<file path="config.mk">
export PLATFORM = sky130hd
export DESIGN_NAME = button_led_sequencer
export DESIGN_NICKNAME = d
export VERILOG_FILES = /design/src/rtl/button_led_pkg.sv /design/src/rtl/button_debounce.sv /design/src/rtl/button_led_sequencer.sv
export SDC_FILE = /design/constraint.sdc
export NUM_CORES = 1
export LEC_CHECK = 0
export CELL_PAD_IN_SITES_DETAIL_PLACEMENT = 0
export CELL_PAD_IN_SITES_GLOBAL_PLACEMENT = 1
export CORE_MARGIN = 4
export CORE_UTILIZATION = 35
export DETAILED_ROUTE_END_ITERATION = 12
export HOLD_SLACK_MARGIN = 0.02
export PLACE_DENSITY_LB_ADDON = 0.05
export SYNTH_ARGS = -nofsm -noshare
export SYNTH_HDL_FRONTEND = slang
export SYNTH_HIERARCHICAL = 1
export SYNTH_SLANG_ARGS = --single-unit
</file>
<file path="constraint.sdc">
create_clock -name Clk -period 2.7 [get_ports Clk]
set_clock_uncertainty 0.1 [all_clocks]
set_input_delay 0.27 -clock Clk [delete_from_list [all_inputs] [get_ports Clk]]
set_output_delay 0.27 -clock Clk [all_outputs]
set_load 0.01 [all_outputs]
</file>
<file path="src/rtl/button_led_pkg.sv">
// Shared types, constants and helpers for the button-to-LED sequencer.
// The FSM state type, LED reset pattern and the button arbitration functions live here.
package button_led_pkg;

  localparam int NUM_BUTTONS = 8;
  localparam int BTN_IDX_W   = $clog2(NUM_BUTTONS);

  localparam logic [NUM_BUTTONS-1:0] LED_RESET = 8'h01;

  typedef enum logic {
    ROTATE = 1'b0,
    HOLD   = 1'b1
  } seq_state_e;

  typedef struct packed {
    logic                 valid;
    logic [BTN_IDX_W-1:0] idx;
  } prio_t;

  function automatic logic [NUM_BUTTONS-1:0] one_hot(input logic [BTN_IDX_W-1:0] idx);
    logic [NUM_BUTTONS-1:0] v;
    // NOTE: blocking assignments are correct inside functions and combinational
    // code; they model ordered evaluation, not flop updates.
    v      = '0;
    v[idx] = 1'b1;
    return v;
  endfunction

  // Lowest set bit wins: scanning downward lets the lowest index overwrite last.
  function automatic prio_t prio_encode(input logic [NUM_BUTTONS-1:0] vec);
    prio_t r;
    r = '0;
    for (int i = NUM_BUTTONS - 1; i >= 0; i--) begin
      if (vec[i]) begin
        r.valid = 1'b1;
        r.idx   = BTN_IDX_W'(i);
      end
    end
    return r;
  endfunction

endpackage

</file>
<file path="src/rtl/button_debounce.sv">
// One push-button input: 2-flop synchroniser followed by a consecutive-cycle
// debounce counter. Resets to 1 (released) since buttons are active-low.
module button_debounce #(
  parameter int DEB_CYCLES = 500000
) (
  input  logic Clk,
  input  logic Rst_n,
  input  logic i_raw,
  output logic o_deb
);

  localparam int CNT_W = (DEB_CYCLES > 1) ? $clog2(DEB_CYCLES) : 1;

  logic             r_sync1;
  logic             r_sync2;
  logic             r_deb;
  logic [CNT_W-1:0] r_cnt;

  // NOTE: sequential state uses non-blocking assignments so every flop samples
  // pre-edge values; blocking here would collapse the synchroniser chain.
  always_ff @(posedge Clk or negedge Rst_n) begin
    if (!Rst_n) begin
      r_sync1 <= 1'b1;
      r_sync2 <= 1'b1;
      r_deb   <= 1'b1;
      r_cnt   <= '0;
    end else begin
      r_sync1 <= i_raw;
      r_sync2 <= r_sync1;
      if (r_sync2 == r_deb) begin
        r_cnt <= '0;
      end else if (r_cnt == CNT_W'(DEB_CYCLES - 1)) begin
        r_deb <= r_sync2;
        r_cnt <= '0;
      end else begin
        r_cnt <= r_cnt + CNT_W'(1);
      end
    end
  end

  assign o_deb = r_deb;

endmodule

</file>
<file path="src/rtl/button_led_sequencer.sv">
// Drives the 8-LED module from 8 active-low buttons: debounce, press-edge detect,
// fixed-priority arbitration, and a ROTATE/HOLD sequencer stepped by a slow tick.
module button_led_sequencer
  import button_led_pkg::*;
#(
  parameter int STEP_W     = 25,
  parameter int DEB_CYCLES = 500000,
  parameter int HOLD_STEPS = 8
) (
  input  logic                   Clk,
  input  logic                   Rst_n,
  input  logic [NUM_BUTTONS-1:0] Switch,
  output logic [NUM_BUTTONS-1:0] LED,
  output logic                   Press_valid,
  output logic [BTN_IDX_W-1:0]   Press_idx,
  output logic                   Hold
);

  localparam int HOLD_W = (HOLD_STEPS > 0) ? $clog2(HOLD_STEPS + 1) : 1;

  logic [NUM_BUTTONS-1:0] w_deb;
  logic [NUM_BUTTONS-1:0] w_fall;
  logic                   w_tick;
  prio_t                  w_prio;

  logic [NUM_BUTTONS-1:0] r_deb_q;
  logic [STEP_W-1:0]      r_step;
  seq_state_e             r_state;
  logic [HOLD_W-1:0]      r_hold_cnt;
  logic [NUM_BUTTONS-1:0] r_led;
  logic                   r_press_valid;
  logic [BTN_IDX_W-1:0]   r_press_idx;
  logic                   r_hold;

  for (genvar g = 0; g < NUM_BUTTONS; g++) begin : g_btn
    button_debounce #(
      .DEB_CYCLES(DEB_CYCLES)
    ) u_debounce (
      .Clk  (Clk),
      .Rst_n(Rst_n),
      .i_raw(Switch[g]),
      .o_deb(w_deb[g])
    );
  end

  // Press = debounced 1->0; releases are ignored.
  assign w_fall = r_deb_q & ~w_deb;
  assign w_prio = prio_encode(w_fall);
  assign w_tick = &r_step;

  always_ff @(posedge Clk or negedge Rst_n) begin
    if (!Rst_n) begin
      r_deb_q <= '1;
      r_step  <= '0;
    end else begin
      r_deb_q <= w_deb;
      r_step  <= r_step + STEP_W'(1);
    end
  end

  // A press always wins over a coincident tick.
  always_ff @(posedge Clk or negedge Rst_n) begin
    if (!Rst_n) begin
      r_state       <= ROTATE;
      r_hold_cnt    <= '0;
      r_led         <= LED_RESET;
      r_press_valid <= 1'b0;
      r_press_idx   <= '0;
      r_hold        <= 1'b0;
    end else begin
      r_press_valid <= w_prio.valid;
      if (w_prio.valid) begin
        r_press_idx <= w_prio.idx;
        r_led       <= one_hot(w_prio.idx);
        r_hold_cnt  <= HOLD_W'(HOLD_STEPS);
        r_state     <= HOLD;
        r_hold      <= 1'b1;
      end else if (w_tick) begin
        if (r_state == ROTATE) begin
          r_led <= {r_led[0], r_led[NUM_BUTTONS-1:1]};
        end else if (r_hold_cnt == '0) begin
          r_state <= ROTATE;
          r_hold  <= 1'b0;
        end else begin
          r_hold_cnt <= r_hold_cnt - HOLD_W'(1);
        end
      end
    end
  end

  assign LED         = r_led;
  assign Press_valid = r_press_valid;
  assign Press_idx   = r_press_idx;
  assign Hold        = r_hold;

endmodule
</file>
======== Word-level counts from Yosys, hierarchy flattened ========
Cells that the tools add are included.
storage, ports and cells
  flip-flop bits (word level) ............. 227
  latch bits .............................. 0
  RAM bits ................................ 0
  ROM bits ................................ 0
  bits of input ports ..................... 10
  output and inout bits ................... 13
  memories ................................ 0
operators by class
  $add $sub $neg .......................... 10
  multipliers ............................. 0
  div/mod/pow operators ................... 0
  $lt $le $gt $ge ......................... 2
  equal/unequal tests ..................... 18
  shift-type cells ........................ 0
  multiplexer cells ....................... 41
  bitwise operators ....................... 10
  reduce and logical (&&, ||, !) cells .... 17
operators with widths
  cell                                                                                 count
  19-bit 2-to-1 mux                                                                    16
  19-bit by 1-bit adder with 19-bit output, second input constant                      8
  19-bit == test, second input constant                                                8
  4-bit 2-to-1 mux                                                                     12
  25-bit by 1-bit adder with 25-bit output, second input constant                      1
  25-bit AND reduction                                                                 1
  8-bit 2-to-1 mux                                                                     3
  2-bit AND reduction                                                                  9
  1-bit 2-to-1 mux                                                                     9
  8-bit bitwise AND                                                                    1
  1-bit == test                                                                        8
  1-bit inverter                                                                       8
  8-bit inverter                                                                       1
  3-bit AND reduction                                                                  2
  2-bit nonzero test                                                                   3
  4-bit logical NOT                                                                    1
  3-bit by 4-bit < comparator with 1-bit output, second input constant                 1
  2-bit inequality test, second input constant                                         2
  4-bit by 1-bit subtractor with 4-bit output, second input constant                   1
  1-bit demux with 3-bit select                                                        1
  3-bit by 1-bit greater-or-equal comparator with 1-bit output, second input constant  1
  1-bit logical AND                                                                    1

======== Depth between registers and ports, before layout ========
Gate-level depths: netlist of run 1.
  word-level depth ........................ 15
  mapped depth ............................ 7
  gate-level depth less buffers ........... 7

======== Modules after synthesis ========
Netlist of run 1, hierarchy kept.
by module, submodules not included
  module                                     times used  cells each  area an instance (um2)  seq. area each (um2)
  button_debounce (g_btn[0].u_debounce ...)  7           105         1083.5                  554.3
  button_led_sequencer                       1           201         2331.0                  1287.5
  button_debounce (g_btn[4].u_debounce)      1           105         1077.3                  554.3

======== Least setup slack after synthesis of run 1 ========
No wires, ideal clock.
  path kind ............................... reg-to-reg
  start point ............................. reg g_btn[0].u_debounce.r_cnt[0]
  end point ............................... reg g_btn[0].u_debounce.r_cnt[16]
  library setup time ...................... 78 ps
  arrival ................................. 1791 ps
  slack ................................... 731 ps
  stages on the path, launching flop included .. 6
  buffers on the path ..................... 0
  clock period less this slack ............ 1969 ps
  cell sequence ........................... dfrtp_1 ha_1 nand4_4 or4_4 or3_1 a21oi_1
on the way
  word-level cells in the longest chain between the ends .. 3
  elaborated cells on any way between the ends .. 4
RTL lines
  what                                                                               line                                          RTL
  start: declaration                                                                 button_debounce.sv:17                         logic [CNT_W-1:0] r_cnt;
  start signal: assignment                                                           button_debounce.sv:36                         r_cnt <= r_cnt + CNT_W'(1);
  19-bit by 1-bit adder with 19-bit output / 19-bit == test (equally long branches)  button_debounce.sv:36, button_debounce.sv:32
  19-bit 2-to-1 mux (*)                                                              button_debounce.sv:32                         end else if (r_cnt == CNT_W'(DEB_CYCLES - 1)) begin
  19-bit 2-to-1 mux (*)                                                              button_debounce.sv:30                         if (r_sync2 == r_deb) begin
Mark *: on every way between the ends. The rest lies on a longest branch, timed or not.
A chain may end at the register's enable or synchronous reset.

======== Worst setup path after layout of run 1 ========
  start point ............................. reg r_step[0]
  end point ............................... reg r_led[6], in the netlist LED[6]
on the way
  word-level cells in the longest chain between the ends .. 3
RTL lines
  what                                  line                        RTL
  start: declaration                    button_led_sequencer.sv:27  logic [STEP_W-1:0] r_step;
  start signal: assignment              button_led_sequencer.sv:57  r_step <= r_step + STEP_W'(1);
  25-bit AND reduction                  button_led_sequencer.sv:49  assign w_tick = &r_step;
  2-bit nonzero test (no source line)   --
  2-bit AND reduction (no source line)  --
  end signal: assignment                button_led_sequencer.sv:74  r_led <= one_hot(w_prio.idx);
  end signal: assignment                button_led_sequencer.sv:80  r_led <= {r_led[0], r_led[NUM_BUTTONS-1:1]};
  end: declaration                      button_led_sequencer.sv:30  logic [NUM_BUTTONS-1:0] r_led;
No other way between the ends.

==> results of run 1 <==
## final cells by class
cell class | count | area (um^2)
multi-input combinational | 748 | 4980
timing repair buffer | 46 | 443
clock buffer | 38 | 777
tap | 396 | 495
inverter | 47 | 176
sequential | 227 | 5720
clock inverter | 12 | 150
fill | 3062 | 18000
## logic make-up (layout without fill, tap and decap cells)
logic type | Yosys count | after routing
buf+inv | 66 | 143
mux | 22 | 22
fa+ha+maj | 11 | 11
simple gates | 498 | 498
compound gates | 72 | 72
flops | 227 | 227
xor+xnor | 145 | 145
## report_power, final
group          switching (mW)  internal (mW)  leakage, nW  total (mW)
sequential             0.0475           3.46         3.02        3.50
clock                    1.45           2.29        0.449        3.74
combinational           0.145         0.0803         1.72       0.225
total                    1.64           5.83         5.19        7.47
## final timing paths
check / endpoint / cells after the start / slack, ns / startpoint
min reg2reg: g_btn[6].u_debounce/r_sync2$_DFF_PN1_ / 0 / 0.25 / g_btn[6].u_debounce/r_sync1$_DFF_PN1_
max: LED[6]$_DFFE_PN0P_ / 6 / 0.52 / r_step[0]$_DFF_PN0_
min in group asynchronous: g_btn[0].u_debounce/r_cnt[12]$_DFF_PN0_ / 2 / 0.12 / Rst_n
max in group asynchronous: g_btn[7].u_debounce/r_sync2$_DFF_PN1_ / 3 / 1.60 / Rst_n
min: g_btn[2].u_debounce/r_sync1$_DFF_PN1_ / 1 / 0.06 / Switch[2]
max reg2reg: LED[6]$_DFFE_PN0P_ / 6 / 0.52 / r_step[0]$_DFF_PN0_
## repair_timing
item,4_1_cts,5_1_grt
gates resized for setup,0,0
hold endpoints to repair,185,0
hold buffers,5,0
## sequential cells by signal, summed over array words and instances, names as in the netlist
name,count
r_state,1
r_deb_q,8
Press_valid,1
g_btn.u_debounce/r_sync2,8
g_btn.u_debounce/o_deb,8
g_btn.u_debounce/r_sync1,8
r_step,25
Hold,1
g_btn.u_debounce/r_cnt,152
Press_idx,3
r_hold_cnt,4
LED,8
## synthesized netlist by cell type, types with 8 or more instances
| cell type | n |
|---|---|
| sky130_fd_sc_hd__nor2_1 | 164 |
| sky130_fd_sc_hd__o21ai_0 | 18 |
| sky130_fd_sc_hd__nand2_1 | 60 |
| sky130_fd_sc_hd__mux2_2 | 8 |
| sky130_fd_sc_hd__buf_2 | 10 |
| sky130_fd_sc_hd__xor2_1 | 30 |
| sky130_fd_sc_hd__or3_1 | 18 |
| sky130_fd_sc_hd__dfrtp_1 | 194 |
| sky130_fd_sc_hd__nand4_1 | 45 |
| sky130_fd_sc_hd__nor3_1 | 31 |
| sky130_fd_sc_hd__inv_1 | 47 |
| sky130_fd_sc_hd__mux2i_1 | 8 |
| sky130_fd_sc_hd__and2_1 | 8 |
| sky130_fd_sc_hd__nor4_1 | 40 |
| sky130_fd_sc_hd__nand3_1 | 69 |
| sky130_fd_sc_hd__dfstp_2 | 33 |
| sky130_fd_sc_hd__a21oi_1 | 28 |
| sky130_fd_sc_hd__nand2b_1 | 8 |
| sky130_fd_sc_hd__nor2b_1 | 10 |
| sky130_fd_sc_hd__o41ai_4 | 8 |
| sky130_fd_sc_hd__xnor2_1 | 115 |
| sky130_fd_sc_hd__ha_1 | 11 |
| sky130_fd_sc_hd__or4_4 | 8 |
## metrics by stage
step | power (mW) | setup WS (ns)
6_report | 7.47 | 0.524
5_1_grt | 7.79 | 0.357
4_1_cts | 7.64 | 0.477
3_5_place_dp | 3.79 | 0.484
3_3_place_gp | 3.80 | 0.523
2_1_floorplan | 3.66 | 0.731
## routing by layer
| metal | up-vias | GRT usage (%) | part of all wire (%) |
|---|---|---|---|
| li1 | 3734 | - | - |
| met5 | - | 0 | 0 |
| met4 | 0 | 3.35 | 1.9 |
| met3 | 31 | 2.34 | 3.3 |
| met1 | 3577 | 19.3 | 50 |
| met2 | 64 | 21.3 | 45 |
==> PnR_summary.wiki, run 1 <==
{| class="wikitable"
! Metric !! Value
|-
| Most used cells in the layout excluding fill and tap cells || 194 x sky130_fd_sc_hd__dfrtp_1, 164 x sky130_fd_sc_hd__nor2_1, 115 x sky130_fd_sc_hd__xnor2_1
|-
| Instance count after placement with tap cells included || 1459
|-
| Run status || complete, no violations
|-
| Number of failing hold endpoints at the final stage || 0
|-
| Post-detailed-placement half-perimeter wirelength || 15.3 mm
|-
| Complex-gate fraction of the synthesized area || 5.35%
|-
| Leading post-synthesis cells by cell area || sky130_fd_sc_hd__dfrtp_1 44%, sky130_fd_sc_hd__xnor2_1 9.2%, sky130_fd_sc_hd__dfstp_2 7.9%, sky130_fd_sc_hd__nor2_1 5.6%, sky130_fd_sc_hd__nand3_1 3.1%
|-
| Via total after detailed routing || 7406
|-
| Total die area || 34300 um^2
|-
| Share of the yosys chip area belonging to registers || 52.0%
|-
| Antenna violations before repair || 0
|-
| Setup repair after global routing missed its margin || no
|-
| Post-synth design cell area || 11000 um^2
|-
| Worst min-delay path class || primary input to flip-flop
|-
| FMAX || 459 MHz
|-
| H-tree depth || 1
|-
| Xor and xnor area share after synthesis || 11.6%
|-
| Layout Utilization || 41.4%
|-
| Wire length per cell after detailed routing || 14.7 um
|-
| Detailed-router iteration count before antenna repair || 5
|-
| Number of flops mapped to enable cells by yosys || 0
|-
| Total inserted antenna cells || 0
|-
| Port Buffers || 22
|-
| Post-Syn Nets || 1062
|-
| Summed area of non-filler cells in the final layout || 12700 um^2
|-
| Primary flip-flop cell chosen by synthesis mapping || sky130_fd_sc_hd__dfrtp_1
|-
| Crit path cell chain || ha_1, nand2_1, nor4_4, nand3_1, o21a_1, mux2_4
|-
| Synthesis Warnings || 6
|-
| Cell type with the largest total area after synthesis || sky130_fd_sc_hd__dfrtp_1
|-
| Height of the chip || 185 um
|-
| Setup Crit Path Kind || flip-flop to flip-flop
|-
| Post-DR vias/cell || 4.89
|-
| TritonCTS clock tree || built
|-
| Worst slew pin tran || 0.542 ns
|-
| Clock buffer count from CTS || 27
|-
| Leftover overflow at the end of global routing || 0
|-
| X dimension of the die || 185 um
|-
| Critical path startpoint category || flip-flop
|-
| LEAKAGE || 5.19 nW
|-
| Count of clock tree sinks || 227
|-
| Vias in the first global route || 7681
|-
| Maximum number of pins on one net before global-route repair || 61
|-
| Post-synthesis instance total || 1041
|-
| Tcrit/Tclk final || 80.6%
|-
| Worst hold-check slack || 0.0560 ns
|-
| CTS Root Buffer Type || sky130_fd_sc_hd__clkbuf_16
|-
| Post-synthesis register bit count || 227
|-
| Total Routing Usage GR || 13.5%
|-
| Detailed router's first-iteration violation count || 313
|-
| Most common cell after layout, fill and taps aside || sky130_fd_sc_hd__dfrtp_1
|-
| Critical Path Max Stage Delay || 0.40 ns
|-
| Clock Pin Slew Worst Setup and Hold Paths || 0.06 ns
|-
| Post-CTS setup-driven buffer insertion count || 0
|-
| Fin cells || 1514
|-
| Clock insertion delay at the later pin of the skew report || 0.54 ns
|-
| Max VDD drop || 0.399 mV
|-
| Critical Path Sink Type || flip-flop
|-
| Max cap viols || 0
|-
| Number of slew-limit violations in the final report || 0
|-
| Mean instance size in the synthesized netlist || 10.6 um^2
|-
| Remaining routing DRC violations || 0
|-
| Number of buffer and inverter stages on the critical path || 0
|-
| Simple logic cell fraction of the synthesized area || 24.8%
|-
| Detailed Route WL || 22.2 mm
|-
| Core area || 30700 um^2
|-
| Signed area change from the synthesized netlist to the final layout || 15.9%
|-
| Area share of the largest cell type after synthesis || 44.2%
|-
| Portion of netlist area occupied by mux cells || 2.37%
|-
| Standard cell area after detailed placement || 11800 um^2
|-
| Rows || 64
|-
| Clock period minus final worst setup slack || 2.18 ns
|-
| Final total negative setup slack || 0 ns
|-
| Last weighted congestion value of the routability-driven placer || 0.745
|-
| Synth Area in Adders || 1.25%
|-
| Arrival @ worst endpoint || 2.49 ns
|-
| Top Ports || 23
|-
| Dominant combinational cell family by area after synthesis || simple AND/OR/NAND/NOR gates
|-
| Number of nets in the layout || 1118
|-
| Buffer levels on the longest clock path || 3
|-
| Initial cell density of the core || 35.8%
|-
| Maximum fanout along the worst path || 8
|-
| Req. time, crit path || 3.02 ns
|-
| Synth async-reset ratio || 100%
|-
| Setup violators final || 0
|-
| Ratio of total power to cell area || 586 nW/um^2
|-
| DRT antenna net count || 0
|-
| Global-route wire length before repair || 39.0 mm
|-
| Max-Slew Margin vs Limit || 63.5%
|-
| Cell family contributing the most delay on the critical path || simple AND/OR/NAND/NOR gates
|-
| Fraction of layout instances using a drive strength above 1 || 13.5%
|-
| Distinct cells, synth || 50
|-
| Master of the slowest instance on the critical path || sky130_fd_sc_hd__dfrtp_1
|}
Power figures use the tool's default switching activity.
==> run 2: changes to the inputs <==
clock period = 2.3 ns   (was 2.7 ns; I/O delays follow)
==> PnR_summary.wiki, run 2 (same netlist as run 1, synthesis figures left out) <==
{| class="wikitable"
! Metric !! Value
|-
| Run status || complete, no violations
|-
| Post-DR vias/cell || 4.87 (-0.36%)
|-
| LEAKAGE || 5.34 nW (+3.0%)
|-
| Worst min-delay path class || primary input to flip-flop
|-
| Via total after detailed routing || 7506 (+1.4%)
|-
| X dimension of the die || 185 um (unchanged)
|-
| Most used cells in the layout excluding fill and tap cells || 194 x sky130_fd_sc_hd__dfrtp_1, 164 x sky130_fd_sc_hd__nor2_1, 115 x sky130_fd_sc_hd__xnor2_1
|-
| Final total negative setup slack || 0 ns (unchanged)
|-
| Post-detailed-placement half-perimeter wirelength || 15.4 mm (+0.75%)
|-
| Buffer levels on the longest clock path || 3 (unchanged)
|-
| Global-route wire length before repair || 39.2 mm (+0.26%)
|-
| Core area || 30700 um^2 (unchanged)
|-
| Rows || 64 (unchanged)
|-
| Clock insertion delay at the later pin of the skew report || 0.53 ns (about the same)
|-
| Detailed router's first-iteration violation count || 289 (-7.7%)
|-
| Req. time, crit path || 2.65 ns (-0.37 ns)
|-
| Ratio of total power to cell area || 685 nW/um^2 (+17%)
|-
| Top Ports || 23 (unchanged)
|-
| Leftover overflow at the end of global routing || 0 (unchanged)
|-
| Vias in the first global route || 7590 (-1.2%)
|-
| Register with the highest flop count || g_btn.u_debounce/r_cnt
|-
| Remaining routing DRC violations || 0 (unchanged)
|-
| Layout Utilization || 42.2% (+0.80 points)
|-
| Last weighted congestion value of the routability-driven placer || 0.750 (+0.63%)
|-
| Fraction of layout instances using a drive strength above 1 || 15.2% (+1.7 points)
|-
| Arrival @ worst endpoint || 2.47 ns (-0.02 ns)
|-
| Setup repair after global routing missed its margin || no
|-
| Setup Crit Path Kind || flip-flop to flip-flop
|-
| Number of nets in the layout || 1144 (+2.3%)
|-
| Post-CTS setup-driven buffer insertion count || 0 (unchanged)
|-
| Beginning of the worst register-to-register path || g_btn[0].u_debounce/r_cnt[0]$_DFF_PN0_
|-
| Max-Slew Margin vs Limit || 68.9% (+5.3 points)
|-
| Total Routing Usage GR || 13.5% (about the same)
|-
| Port Buffers || 22 (unchanged)
|-
| Launch point of the worst hold path || Switch[0]
|-
| TritonCTS clock tree || built
|-
| Critical path startpoint category || flip-flop
|-
| Count of clock tree sinks || 227 (unchanged)
|-
| Wire length per cell after detailed routing || 14.4 um (-2.1%)
|-
| Detailed-router iteration count before antenna repair || 4 (-1)
|-
| Initial cell density of the core || 35.8% (unchanged)
|-
| Height of the chip || 185 um (unchanged)
|-
| Clock period minus final worst setup slack || 2.12 ns (-0.0549 ns)
|-
| Top Registers || g_btn.u_debounce/r_cnt: 152 flops, r_step: 25 flops
|-
| Detailed Route WL || 22.1 mm (-0.39%)
|-
| Antenna violations before repair || 0 (unchanged)
|-
| Maximum fanout along the worst path || 8 (unchanged)
|-
| Number of slew-limit violations in the final report || 0 (unchanged)
|-
| Most common cell after layout, fill and taps aside || sky130_fd_sc_hd__dfrtp_1
|-
| Logic depth of the worst register-to-register path || 5 (-1)
|-
| Total inserted antenna cells || 0 (unchanged)
|-
| Clock Pin Slew Worst Setup and Hold Paths || 0.06 ns (about the same)
|-
| Tcrit/Tclk final || 92.2% (+12 points)
|-
| Number of failing hold endpoints at the final stage || 0 (unchanged)
|-
| Setup violators final || 0 (unchanged)
|-
| Cell count of the worst hold path || 1 (unchanged)
|-
| Clock buffer count from CTS || 27 (unchanged)
|-
| CTS Root Buffer Type || sky130_fd_sc_hd__clkbuf_16
|-
| Worst reg-to-reg setup slack || 0.18 ns (-0.35 ns)
|-
| Max VDD drop || 0.517 mV (+30%)
|-
| H-tree depth || 1 (unchanged)
|-
| Signed area change from the synthesized netlist to the final layout || 18.1%
|-
| Max cap viols || 0 (unchanged)
|-
| Maximum number of pins on one net before global-route repair || 56 (-8.2%)
|-
| FMAX || 471 MHz (+2.6%)
|-
| End point of the worst hold path || g_btn[0].u_debounce/r_sync1$_DFF_PN1_
|-
| Flip-flop count of the largest register after layout || 152 (unchanged)
|-
| Worst slew pin tran || 0.463 ns (-0.0792 ns)
|-
| Critical Path Sink Type || flip-flop
|-
| Reg2Reg Capture Point || g_btn[0].u_debounce/r_cnt[18]$_DFF_PN0_
|-
| DRT antenna net count || 0 (unchanged)
|-
| Total die area || 34300 um^2 (unchanged)
|}
-- run 2: cell types whose count changed in the layout (fill, tap and decap cells not counted), sizes merged --
cell         before  now
buf              20   43
clkbuf           38   41
clkinvlp          3    0
dlygate4sd3       5    8
bufinv            3    4
clkinv            5    4
-- run 2: worst max-delay path by stage --
stage          cells past startpoint                                 endpoint                              startpoint  slack, ns
6_report                           5  g_btn[0].u_debounce/r_cnt[18]$_DFF_PN0_  g_btn[0].u_debounce/r_cnt[0]$_DFF_PN0_       0.18
5_1_grt                            6                       LED[5]$_DFFE_PN0P_                     r_step[0]$_DFF_PN0_       0.03
4_1_cts                            6                       LED[7]$_DFFE_PN0P_                     r_step[0]$_DFF_PN0_       0.07
3_5_place_dp                       6                       LED[7]$_DFFE_PN0P_                     r_step[0]$_DFF_PN0_       0.09
3_3_place_gp                       6                       LED[2]$_DFFE_PN0P_                     r_step[0]$_DFF_PN0_       0.15
2_1_floorplan                      5  g_btn[0].u_debounce/r_cnt[16]$_DFF_PN0_  g_btn[0].u_debounce/r_cnt[0]$_DFF_PN0_       0.33
-- run 2: worst max-delay path: stages, from the launching register on --
cell and delay (ns):
sky130_fd_sc_hd__dfrtp_1 0.41, sky130_fd_sc_hd__ha_1 0.27, sky130_fd_sc_hd__nand4_4 0.20, sky130_fd_sc_hd__or4_4 0.60, sky130_fd_sc_hd__or3_1 0.32, sky130_fd_sc_hd__a21oi_1 0.15
-- run 2: area by class of cell --
class,count,area (um^2)
fill,3034,17800
sequential,227,5720
multi-input combinational,748,4980
clock buffer,41,808
timing repair buffer,72,658
tap,396,495
inverter,47,176
clock inverter,9,149
-- run 2: metrics by stage --
step | hold slack (ns) | std cells | area (um^2) | setup slack, ns | total power, mW
final | 0.0450 | 1540 | 13000 | 0.178 | 8.90
after global routing | 0.0325 | 1540 | 13000 | 0.0290 | 9.32
after detailed placement | 0.0994 | 1482 | 11900 | 0.0907 | 4.46
after CTS | 0.0368 | 1540 | 13000 | 0.0732 | 9.12
after floorplan | -0.166 | 1041 | 11000 | 0.331 | 4.29
after global placement | 0.0949 | 1482 | 11900 | 0.150 | 4.46
-- run 2: layer usage --
| layer | routed length (um) | global-route usage (%) | vias up |
|---|---|---|---|
| met2 | 9720 | 20.6 | 69 |
| met5 | 0 | 0 | - |
| met4 | 376 | 2.76 | 0 |
| met1 | 11300 | 20.0 | 3614 |
| met3 | 780 | 2.65 | 26 |
| li1 | - | - | 3797 |
-- run 2: repair_timing --
item / 4_1_cts / 5_1_grt
hold endpoints to repair: 201 / 0
setup endpoints to repair: 0 / 6
hold buffers: 8 / 0
resized for setup: 0 / 1
-- run 2: report_power, final --
part           internal (mW)  leakage [nW]  switching, mW
clock network           2.86         0.474           1.65
registers               4.06          3.02         0.0565
logic                  0.105          1.85          0.169
==> run 3: changes to the inputs <==
ABC_CLOCK_PERIOD_IN_PS = 2300   (was not set)
==> results of run 3 <==
No change in the layout: final DEF, timing and power equal those of run 2.
